File: src/rtl/rand_request_arbiter_pkg.sv
// Shared types and defaults for the random-request arbiter slice.
// The state encodings are also exposed as fixed-width constants for older code that compares raw bits.
package rand_arb_pkg;

    localparam int RAND_SIZE_BITS = 8;
    localparam int RAND_N_REQ     = 4;

    localparam logic [2:0] ST_IDLE   = 3'd0;
    localparam logic [2:0] ST_RISE   = 3'd1;
    localparam logic [2:0] ST_SAMPLE = 3'd2;
    localparam logic [2:0] ST_FOLD   = 3'd3;
    localparam logic [2:0] ST_DONE   = 3'd4;

    typedef enum logic [2:0] {
        IDLE   = ST_IDLE,
        RISE   = ST_RISE,
        SAMPLE = ST_SAMPLE,
        FOLD   = ST_FOLD,
        DONE   = ST_DONE
    } rand_state_e;

    // Width needed to index n clients, kept at least 1 bit for the single-client case.
    function automatic int idx_bits(input int n);
        return (n > 1) ? $clog2(n) : 1;
    endfunction

endpackage

File: src/rtl/rand_request_arbiter_if.sv
// Client/generator bundle between the game clients, the random generator and the arbiter.
interface rand_request_arbiter_if #(
    parameter int SIZE_BITS = rand_arb_pkg::RAND_SIZE_BITS,
    parameter int N_REQ     = rand_arb_pkg::RAND_N_REQ
) ();

    logic [N_REQ-1:0]           req;
    logic [N_REQ*SIZE_BITS-1:0] limit;
    logic                       rise_out;
    logic [SIZE_BITS-1:0]       rand_in;
    logic [N_REQ-1:0]           ack;
    logic [SIZE_BITS-1:0]       rand_out;
    logic                       busy;

    modport master (
        output req, limit, rand_in,
        input  rise_out, ack, rand_out, busy
    );

    modport slave (
        input  req, limit, rand_in,
        output rise_out, ack, rand_out, busy
    );

endinterface

File: src/rtl/rand_request_arbiter_rr_arbiter.sv
// Combinational round-robin pick: first set request at or after ptr+1, wrapping modulo N_REQ.
module rr_arbiter
    import rand_arb_pkg::*;
#(
    parameter int N_REQ = RAND_N_REQ,
    parameter int IDX_W = idx_bits(RAND_N_REQ)
) (
    input  logic [N_REQ-1:0] req,
    input  logic [IDX_W-1:0] ptr,
    output logic [N_REQ-1:0] grant,
    output logic [IDX_W-1:0] grant_idx,
    output logic             any
);

    logic [IDX_W-1:0] cand;

    always_comb begin
        grant     = '0;
        grant_idx = '0;
        any       = 1'b0;
        cand      = '0;
        for (int unsigned i = 1; i <= N_REQ; i++) begin
            cand = IDX_W'((32'(ptr) + i) % N_REQ);
            if (!any && req[cand]) begin
                any         = 1'b1;
                grant[cand] = 1'b1;
                grant_idx   = cand;
            end
        end
    end

endmodule

File: src/rtl/rand_request_arbiter.sv
// Shares one latch-on-rise random generator among N_REQ clients: round-robin grant,
// pulse rise, capture, fold into [0, limit] by repeated subtraction, then ack.
module rand_request_arbiter
    import rand_arb_pkg::*;
#(
    parameter int SIZE_BITS = RAND_SIZE_BITS,
    parameter int N_REQ     = RAND_N_REQ
) (
    input logic                   clk,
    input logic                   resetN,
    rand_request_arbiter_if.slave bus
);

    localparam int IDX_W = idx_bits(N_REQ);

    rand_state_e          state;
    logic [IDX_W-1:0]     ptr;
    logic [IDX_W-1:0]     pick_idx;
    logic [N_REQ-1:0]     pick_grant;
    logic                 pick_any;
    logic [N_REQ-1:0]     grant_oh;
    logic [SIZE_BITS-1:0] lim_pick;
    logic [SIZE_BITS-1:0] lim_q;
    logic [SIZE_BITS-1:0] work;
    logic [SIZE_BITS-1:0] rand_q;
    logic [SIZE_BITS:0]   lim_p1;
    logic [SIZE_BITS-1:0] fold_nxt;

    rr_arbiter #(
        .N_REQ (N_REQ),
        .IDX_W (IDX_W)
    ) u_rr (
        .req       (bus.req),
        .ptr       (ptr),
        .grant     (pick_grant),
        .grant_idx (pick_idx),
        .any       (pick_any)
    );

    always_comb begin
        lim_pick = '0;
        for (int unsigned i = 0; i < N_REQ; i++) begin
            if (pick_grant[i]) lim_pick = bus.limit[i*SIZE_BITS +: SIZE_BITS];
        end
    end

    // L+1 needs the extra bit so that a full-range limit cannot wrap to zero.
    assign lim_p1   = {1'b0, lim_q} + (SIZE_BITS+1)'(1);
    assign fold_nxt = SIZE_BITS'({1'b0, work} - lim_p1);

    always_ff @(posedge clk or negedge resetN) begin
        if (!resetN) begin
            state    <= IDLE;
            ptr      <= IDX_W'(N_REQ - 1);
            grant_oh <= '0;
            lim_q    <= '0;
            work     <= '0;
            rand_q   <= '0;
        end else begin
            case (state)
                IDLE: begin
                    if (pick_any) begin
                        grant_oh <= pick_grant;
                        lim_q    <= lim_pick;
                        ptr      <= pick_idx;
                        state    <= RISE;
                    end
                end
                RISE:   state <= SAMPLE;
                SAMPLE: begin
                    work  <= bus.rand_in;
                    state <= FOLD;
                end
                FOLD: begin
                    if (work > lim_q) begin
                        work <= fold_nxt;
                    end else begin
                        rand_q <= work;
                        state  <= DONE;
                    end
                end
                DONE:    state <= IDLE;
                default: state <= IDLE;
            endcase
        end
    end

    assign bus.rise_out = (state == RISE);
    assign bus.busy     = (state != IDLE);
    assign bus.ack      = (state == DONE) ? grant_oh : '0;
    assign bus.rand_out = rand_q;

endmodule

File: src/flat_wrapper.sv
// flat-port wrapper written by rule: the top's interface ports become plain ports
module rand_request_arbiter_flat import rand_arb_pkg::*;
#(
    parameter int SIZE_BITS = RAND_SIZE_BITS,
    parameter int N_REQ     = RAND_N_REQ
)
  (clk, resetN, bus_req, bus_limit, bus_rand_in, bus_rise_out, bus_ack, bus_rand_out, bus_busy);
  rand_request_arbiter_if #(.SIZE_BITS(SIZE_BITS), .N_REQ(N_REQ)) bus_i ();
  input logic clk;
  input logic resetN;
  input wire logic [$bits(bus_i.req)-1:0] bus_req;
  input wire logic [$bits(bus_i.limit)-1:0] bus_limit;
  input wire logic [$bits(bus_i.rand_in)-1:0] bus_rand_in;
  output wire logic [$bits(bus_i.rise_out)-1:0] bus_rise_out;
  output wire logic [$bits(bus_i.ack)-1:0] bus_ack;
  output wire logic [$bits(bus_i.rand_out)-1:0] bus_rand_out;
  output wire logic [$bits(bus_i.busy)-1:0] bus_busy;
  assign bus_i.req = bus_req;
  assign bus_i.limit = bus_limit;
  assign bus_i.rand_in = bus_rand_in;
  assign bus_rise_out = bus_i.rise_out;
  assign bus_ack = bus_i.ack;
  assign bus_rand_out = bus_i.rand_out;
  assign bus_busy = bus_i.busy;
  rand_request_arbiter #(.SIZE_BITS(SIZE_BITS), .N_REQ(N_REQ)) u_core (.clk(clk), .resetN(resetN), .bus(bus_i));
endmodule
File: config.mk
export PLATFORM = sky130hd
export DESIGN_NAME = rand_request_arbiter_flat
export DESIGN_NICKNAME = d
export VERILOG_FILES = /design/src/rtl/rand_request_arbiter_pkg.sv /design/src/rtl/rand_request_arbiter_if.sv /design/src/rtl/rand_request_arbiter_rr_arbiter.sv /design/src/rtl/rand_request_arbiter.sv /design/src/flat_wrapper.sv
export SDC_FILE = /design/constraint.sdc
export NUM_CORES = 1
export LEC_CHECK = 0
export CAP_MARGIN = 0
export CORE_MARGIN = 10
export CORE_UTILIZATION = 50
export CTS_BUF_LIST = sky130_fd_sc_hd__clkbuf_4
export DETAILED_ROUTE_END_ITERATION = 6
export GPL_TIMING_DRIVEN = 0
export HOLD_SLACK_MARGIN = 0.08
export PLACE_DENSITY = 0.82
export SLEW_MARGIN = 40
export SYNTH_ARGS = -nofsm -noshare
export SYNTH_HDL_FRONTEND = slang
export SYNTH_SLANG_ARGS = --single-unit
export TNS_END_PERCENT = 1
File: constraint.sdc
create_clock -name clk -period 4.8 [get_ports clk]
set_input_delay 1.2 -clock clk [delete_from_list [all_inputs] [get_ports clk]]
set_output_delay 1.2 -clock clk [all_outputs]
set_load 0.01 [all_outputs]
=== Yosys cells after proc, flatten, opt, wreduce, memory -nomap -nowiden ===
Index checks and enable logic that the tools add are counted.

* Bitwise gates (word level): 4
* Eq/ne operators: 7
* Reduce and logical (&&, ||, !) cells: 17
* Add/subtract/negate cells: 6
* Order comparisons: 9
* Mux-type cells: 38

{| class="wikitable"
|+ Operator list
! operator !! number
|-
| $mux W8 || 5
|-
| $mux W4 || 5
|-
| $pmux W8 S2 || 1
|-
| $lt A2 B3 Y1 const B || 4
|-
| $mux W1 || 12
|-
| $or A4 B4 Y4 || 3
|-
| $pmux W3 S4 || 1
|-
| $add A8 B1 Y8 const B || 1
|-
| $bmux W1 S2 || 4
|-
| $demux W1 S2 || 4
|-
| $ge A2 B1 Y1 const B || 4
|-
| $gt A8 B8 Y1 || 1
|-
| $mux W2 || 4
|-
| $reduce_and A2 Y1 || 4
|-
| $sub A8 B8 Y8 || 1
|-
| $logic_and A1 B1 Y1 || 7
|-
| $eq A3 B2 Y1 const B || 2
|-
| $mux W3 || 2
|-
| $add A2 B1 Y2 const B || 2
|-
| $add A2 B2 Y2 const B || 2
|-
| $ne A2 B1 Y1 const B || 2
|-
| $eq A3 B1 Y1 const B || 1
|-
| $eq A3 B3 Y1 const B || 1
|-
| $logic_not A1 Y1 || 3
|-
| other kinds (5) || 5
|}

* Output and inout port bits: 14
* Register bits: 33

=== Longest topological paths before layout ===
Gate-level depths: netlist of the first run.

* Depth in word-level cells: 17
* Gate-level depth with buffers: 12
* Depth with buffers taken out: 10

=== Hierarchy ===
A second synthesis of the first run with hierarchy kept.

* Cells, all modules: 273
* Area, all modules: 2,577.5 um^2

{| class="wikitable"
|+ Modules (own cells, without submodules)
! module !! cells each !! instances !! area an instance (um^2) !! sequential area each (um^2)
|-
| rand_request_arbiter || 205 || 1 || 2,052.0 || 828.3
|-
| rr_arbiter || 68 || 1 || 525.5 || 0.0
|}

=== Least setup slack after synthesis of the first run ===
OpenSTA, ideal clock, no wires.

* Kind: input to register
* From: input port bus_req[0]
* To: register u_core.lim_q[0]
* Arrival: 2.997 ns
* Buffers on the path: 1
* Cell stages on the path: 8
* Slack: 1.671 ns
* Data required time: 4.668 ns
* Path through: mux4_2 -> and2b_4 -> a221o_1 -> a22oi_4 -> nand2b_2 -> buf_6 -> a221oi_1 -> o41ai_2

* Cells in the longest elaborated chain, start to end: 16
* Elaborated cells on any way between the ends: 30
* Classes of those cells: 20 x mux; 3 x bitwise; 7 x reduce/logical

{| class="wikitable"
|+ RTL lines
! element !! line !! source
|-
| start, declared || flat_wrapper.sv:11 || <nowiki>input wire logic [$bits(bus_i.req)-1:0] bus_req;</nowiki>
|-
| $bmux W1 S2 || rand_request_arbiter_rr_arbiter.sv:24 || <nowiki>if (!any && req[cand]) begin</nowiki>
|-
| $mux W1 (implied by the code) || rand_request_arbiter_rr_arbiter.sv:24 ||
|-
| $mux W1 || rand_request_arbiter_rr_arbiter.sv:24 ||
|-
| $logic_not A1 Y1 || rand_request_arbiter_rr_arbiter.sv:24 ||
|-
| $logic_and A1 B1 Y1 || rand_request_arbiter_rr_arbiter.sv:24 ||
|-
| $mux W1 || rand_request_arbiter_rr_arbiter.sv:24 ||
|-
| $logic_not A1 Y1 || rand_request_arbiter_rr_arbiter.sv:24 ||
|-
| $logic_and A1 B1 Y1 || rand_request_arbiter_rr_arbiter.sv:24 ||
|-
| $mux W1 || rand_request_arbiter_rr_arbiter.sv:24 ||
|-
| $logic_not A1 Y1 || rand_request_arbiter_rr_arbiter.sv:24 ||
|-
| $logic_and A1 B1 Y1 || rand_request_arbiter_rr_arbiter.sv:24 ||
|-
| $mux W4 || rand_request_arbiter_rr_arbiter.sv:24 ||
|-
| $mux W8 (4 in a row) || rand_request_arbiter.sv:43 || <nowiki>if (pick_grant[i]) lim_pick = bus.limit[i*SIZE_BITS +: SIZE_BITS];</nowiki>
|-
| end signal, assigned || rand_request_arbiter.sv:64 || <nowiki>lim_q <= lim_pick;</nowiki>
|-
| end, declared || rand_request_arbiter.sv:23 || <nowiki>logic [SIZE_BITS-1:0] lim_q;</nowiki>
|}

Parallel ways exist; a longest one is shown, timed or not. The select of a mux whose other input is x is not followed.
A chain may end at the register's enable or synchronous reset.

=== Worst setup path in the final report of the first run ===
* From: input port bus_req[2]
* To: register u_core.lim_q[6]

The elaborated chain is that of the path after synthesis.

==> flow_summary.json, run 1 <==
{
  "synthDistinctLibCells": 54,
  "hold_viol": 0,
  "netlist_instances": 258,
  "cts.sinks": 33,
  "final_common_cell": "clkdlybuf4s50_1",
  "fin_total_pwr_mw": 2.69,
  "cts_buffer_depth": 2,
  "fp-row-count": 25,
  "numPortBuffers": 59,
  "ant_nets": 0,
  "startpoint_type": "primary input",
  "sequentialPowerShare_pct": 19.8,
  "pre_cts_ws_ns": 0.808,
  "tns_ns": 0,
  "p_leak_nw": 1.40,
  "fmax_ghz": 0.274,
  "htree_levels": 2,
  "fin_crit_ns": 3.65,
  "dieArea_sq_um": 8270,
  "grt_overflow": 0,
  "utilization_pct": 69.4,
  "skew_ns": 0.00647,
  "ys_ff_latch": 33,
  "grt_max_degree": 18,
  "setup_viol": 0,
  "syn2layout_area_growth_pct": 32.0,
  "peakVddDrop_uv": 491,
  "highest_layer": "met4",
  "cts_hold_buf": 0,
  "postCtsSetupBuffers": 0,
  "avgViaCountPerCell": 5.52,
  "cts_root_buffer": "clkbuf_4",
  "grt_first_pass_wirelength_mm": 10.8,
  "worstPathRequired_ns": 5.04,
  "drv_slew": 0,
  "syn-num-nets": 322,
  "tritoncts": "built",
  "die_w_um": 90.9,
  "slew_headroom_pct": 51.2,
  "grt_pass1_vias": 2180,
  "p_comb_share_pct": 70.3,
  "antenna_found_initial": 0,
  "initial_core_util_pct": 52.6,
  "wl_met2_mm": 3.08,
  "io_pins": 60,
  "synth_edf_count": 0,
  "cp.arrival_ns": 3.88,
  "hold_class": "register to register",
  "met1_length_mm": 2.79,
  "swShare_pct": 46.1,
  "fill_cells": 387,
  "fp.dieH_um": 90.9,
  "power_frac_clock_pct": 9.9,
  "synth_ff_type": "dfrtp_1",
  "diodes": 0,
  "outcome": "finished, final reports clean",
  "met3_length_um": 346,
  "ys_warn_count": 0,
  "synth_seq_area_share_pct": 32.9,
  "cp_max_fo": 10,
  "rsz0062_at_grt": "no",
  "fin_crit_sh_pct": 76.0,
  "via_count": 2170,
  "nNetsFinal": 389,
  "post_drt_wl_per_cell_um": 16.0,
  "core_area_sq_um": 4790,
  "powerDensity_nw_per_um2": 811,
  "routed_wl_mm": 6.28,
  "clk_pin_slew_ns": 0.11,
  "drt-initial-drc-count": 78,
  "drc_errors": 0,
  "cp-end-kind": "register",
  "final_cell_mix": "58 x clkdlybuf4s50_1, 34 x nand2_1, 31 x dfrtp_1, 17 x inv_1, 17 x ha_1",
  "synthArstFlopShare_pct": 100,
  "critPathKind": "primary input to register",
  "synth_area_per_cell_sq_um": 9.75,
  "worst_slack_ns": 1.15,
  "dr.pass1.iters": 4,
  "worst_pin_slew_ns": 0.726,
  "syn_area_sq_um": 2520,
  "cts_buffers": 5,
  "place_congestion": 0.881,
  "power_switching_mw": 1.24,
  "p_int_mw": 1.45,
  "grt_util_all_layers_pct": 15.4,
  "clk_latency_ns": 0.34,
  "drive_gt1_share_pct": 14.1,
  "hpwl_mm": 4.99,
  "max_cap_viol_count": 0,
  "post_cts_resized": 0
}
[cell usage after synthesis (2+ instances only)]
cell       instances  share of area [%]
a21o_1             2               0.60
a21oi_1            9                1.8
a221o_1            2               0.80
a221oi_1           9                3.1
and2_1             6                1.5
buf_6              3                1.3
clkbuf_1           6               0.90
dfrtp_1           31                 31
dfstp_2            2                2.1
ha_1              17                8.5
inv_1             17                2.5
mux2_2             9                4.0
mux2i_1            2               0.80
mux4_2             4                3.6
nand2_1           34                5.1
nand2b_1           3               0.75
nand4_1            2               0.50
nor2_1             4               0.60
nor2b_1           12                3.0
nor3_1            11                2.2
nor3b_1            5                1.5
o211ai_1           3               0.90
o21ai_0           12                2.4
o21bai_1           4                1.2
o22ai_1            6                1.5
o2bb2ai_2          2                1.2
o32ai_1            2               0.70
o41ai_2            8                5.2
xnor2_1            5                1.7
xor2_1             2               0.70
[power groups by stage]
stage | combinational [mW] | sequential (mW) | clock (mW)
floorplan | 1.45 | 0.523 | 0
global placement | 1.84 | 0.534 | 0
detailed placement | 1.89 | 0.541 | 0
CTS | 1.90 | 0.534 | 0.269
global route | 2.10 | 0.555 | 0.282
finish | 1.89 | 0.534 | 0.266
[critical path, stage by stage]
cell and delay [ns]:
clkdlybuf4s50_1 0.50, mux4_2 0.58, and2b_4 0.32, a221oi_1 0.10, o2bb2ai_2 0.38, clkbuf_1 0.44, nor3_1 0.12, o41ai_2 0.23
[flip-flops by register name (all words and copies together) (netlist names)]
signal	cells
u_core.bus.rand_out	8
u_core.lim_q	8
u_core.state	3
u_core.work	8
u_core.grant_oh	4
u_core.ptr	2
[logic make-up after synthesis]
logic type / after synthesis / share of synthesized area (%)
flip-flops: 33 / 32.9
adder cells (fa/ha/maj): 18 / 9.25
XOR/XNOR: 7 / 2.44
AND/OR/NAND/NOR: 86 / 18.0
multiplexers: 15 / 8.40
buffers and inverters: 28 / 5.12
AO/OA/AOI/OAI: 71 / 23.9
[routing by layer]
layer  GRT usage, %  vias to the layer above
met5              0                        -
met3           4.28                        4
met4           4.83                        0
li1               -                     1091
met1           18.2                     1021
met2           26.4                       54
[per-stage QoR]
stage | instance area [sq um] | hold slack [ns] | cells
3_5_place_dp | 3220 | 0.467 | 385
6_report | 3320 | 0.495 | 393
5_1_grt | 3320 | 0.519 | 393
3_3_place_gp | 3190 | 0.464 | 384
2_1_floorplan | 2520 | 0.442 | 258
4_1_cts | 3320 | 0.498 | 393
[layout make-up]
cell class	instances	area [sq um]	share of cell area (%)
Buffer	11	65.1	1.96
Clock buffer	5	37.5	1.13
Clock inverter	3	65.1	1.96
Inverter	17	63.8	1.92
Multi-Input combinational cell	197	1570	47.1
Sequential cell	33	828	24.9
Tap cell	67	83.8	2.52
Timing Repair Buffer	60	613	18.5
[path summary, 6_finish.rpt]
check | startpoint | to | cells after the start | slack, ns
setup / recovery | bus_req[2] | u_core.lim_q[6] | 8 | 1.15
hold / removal | u_core.lim_q[1] | u_core.lim_q[1] | 2 | 0.50
setup reg to reg | u_core.ptr[0] | u_core.lim_q[5] | 11 | 1.47
hold reg to reg | u_core.lim_q[1] | u_core.lim_q[1] | 2 | 0.50
max in group asynchronous | resetN | u_core.ptr[1] | 2 | 3.51
min in group asynchronous | resetN | u_core.bus.rand_out[5] | 1 | 0.77
No activity file was read; power rests on OpenSTA's default activity.
==> inputs of run 2 (changes only) <==
==> constraint.sdc (replaced) <==
create_clock -name clk -period 3.8 [get_ports clk]
set_input_delay 0.95 -clock clk [delete_from_list [all_inputs] [get_ports clk]]
set_output_delay 0.95 -clock clk [all_outputs]
set_load 0.01 [all_outputs]
==> results of run 2 <==
The final DEF is identical to that of run 1. Status: finished, final reports clean.
Among the figures that moved: setup slack after placement 0.808 ns -> 0.0584 ns; setup slack after layout 1.15 ns -> 0.404 ns; register-to-register setup slack 1.47 ns -> 0.47 ns; total power 2.69 mW -> 3.40 mW; worst IR drop on VDD 491 uV -> 621 uV
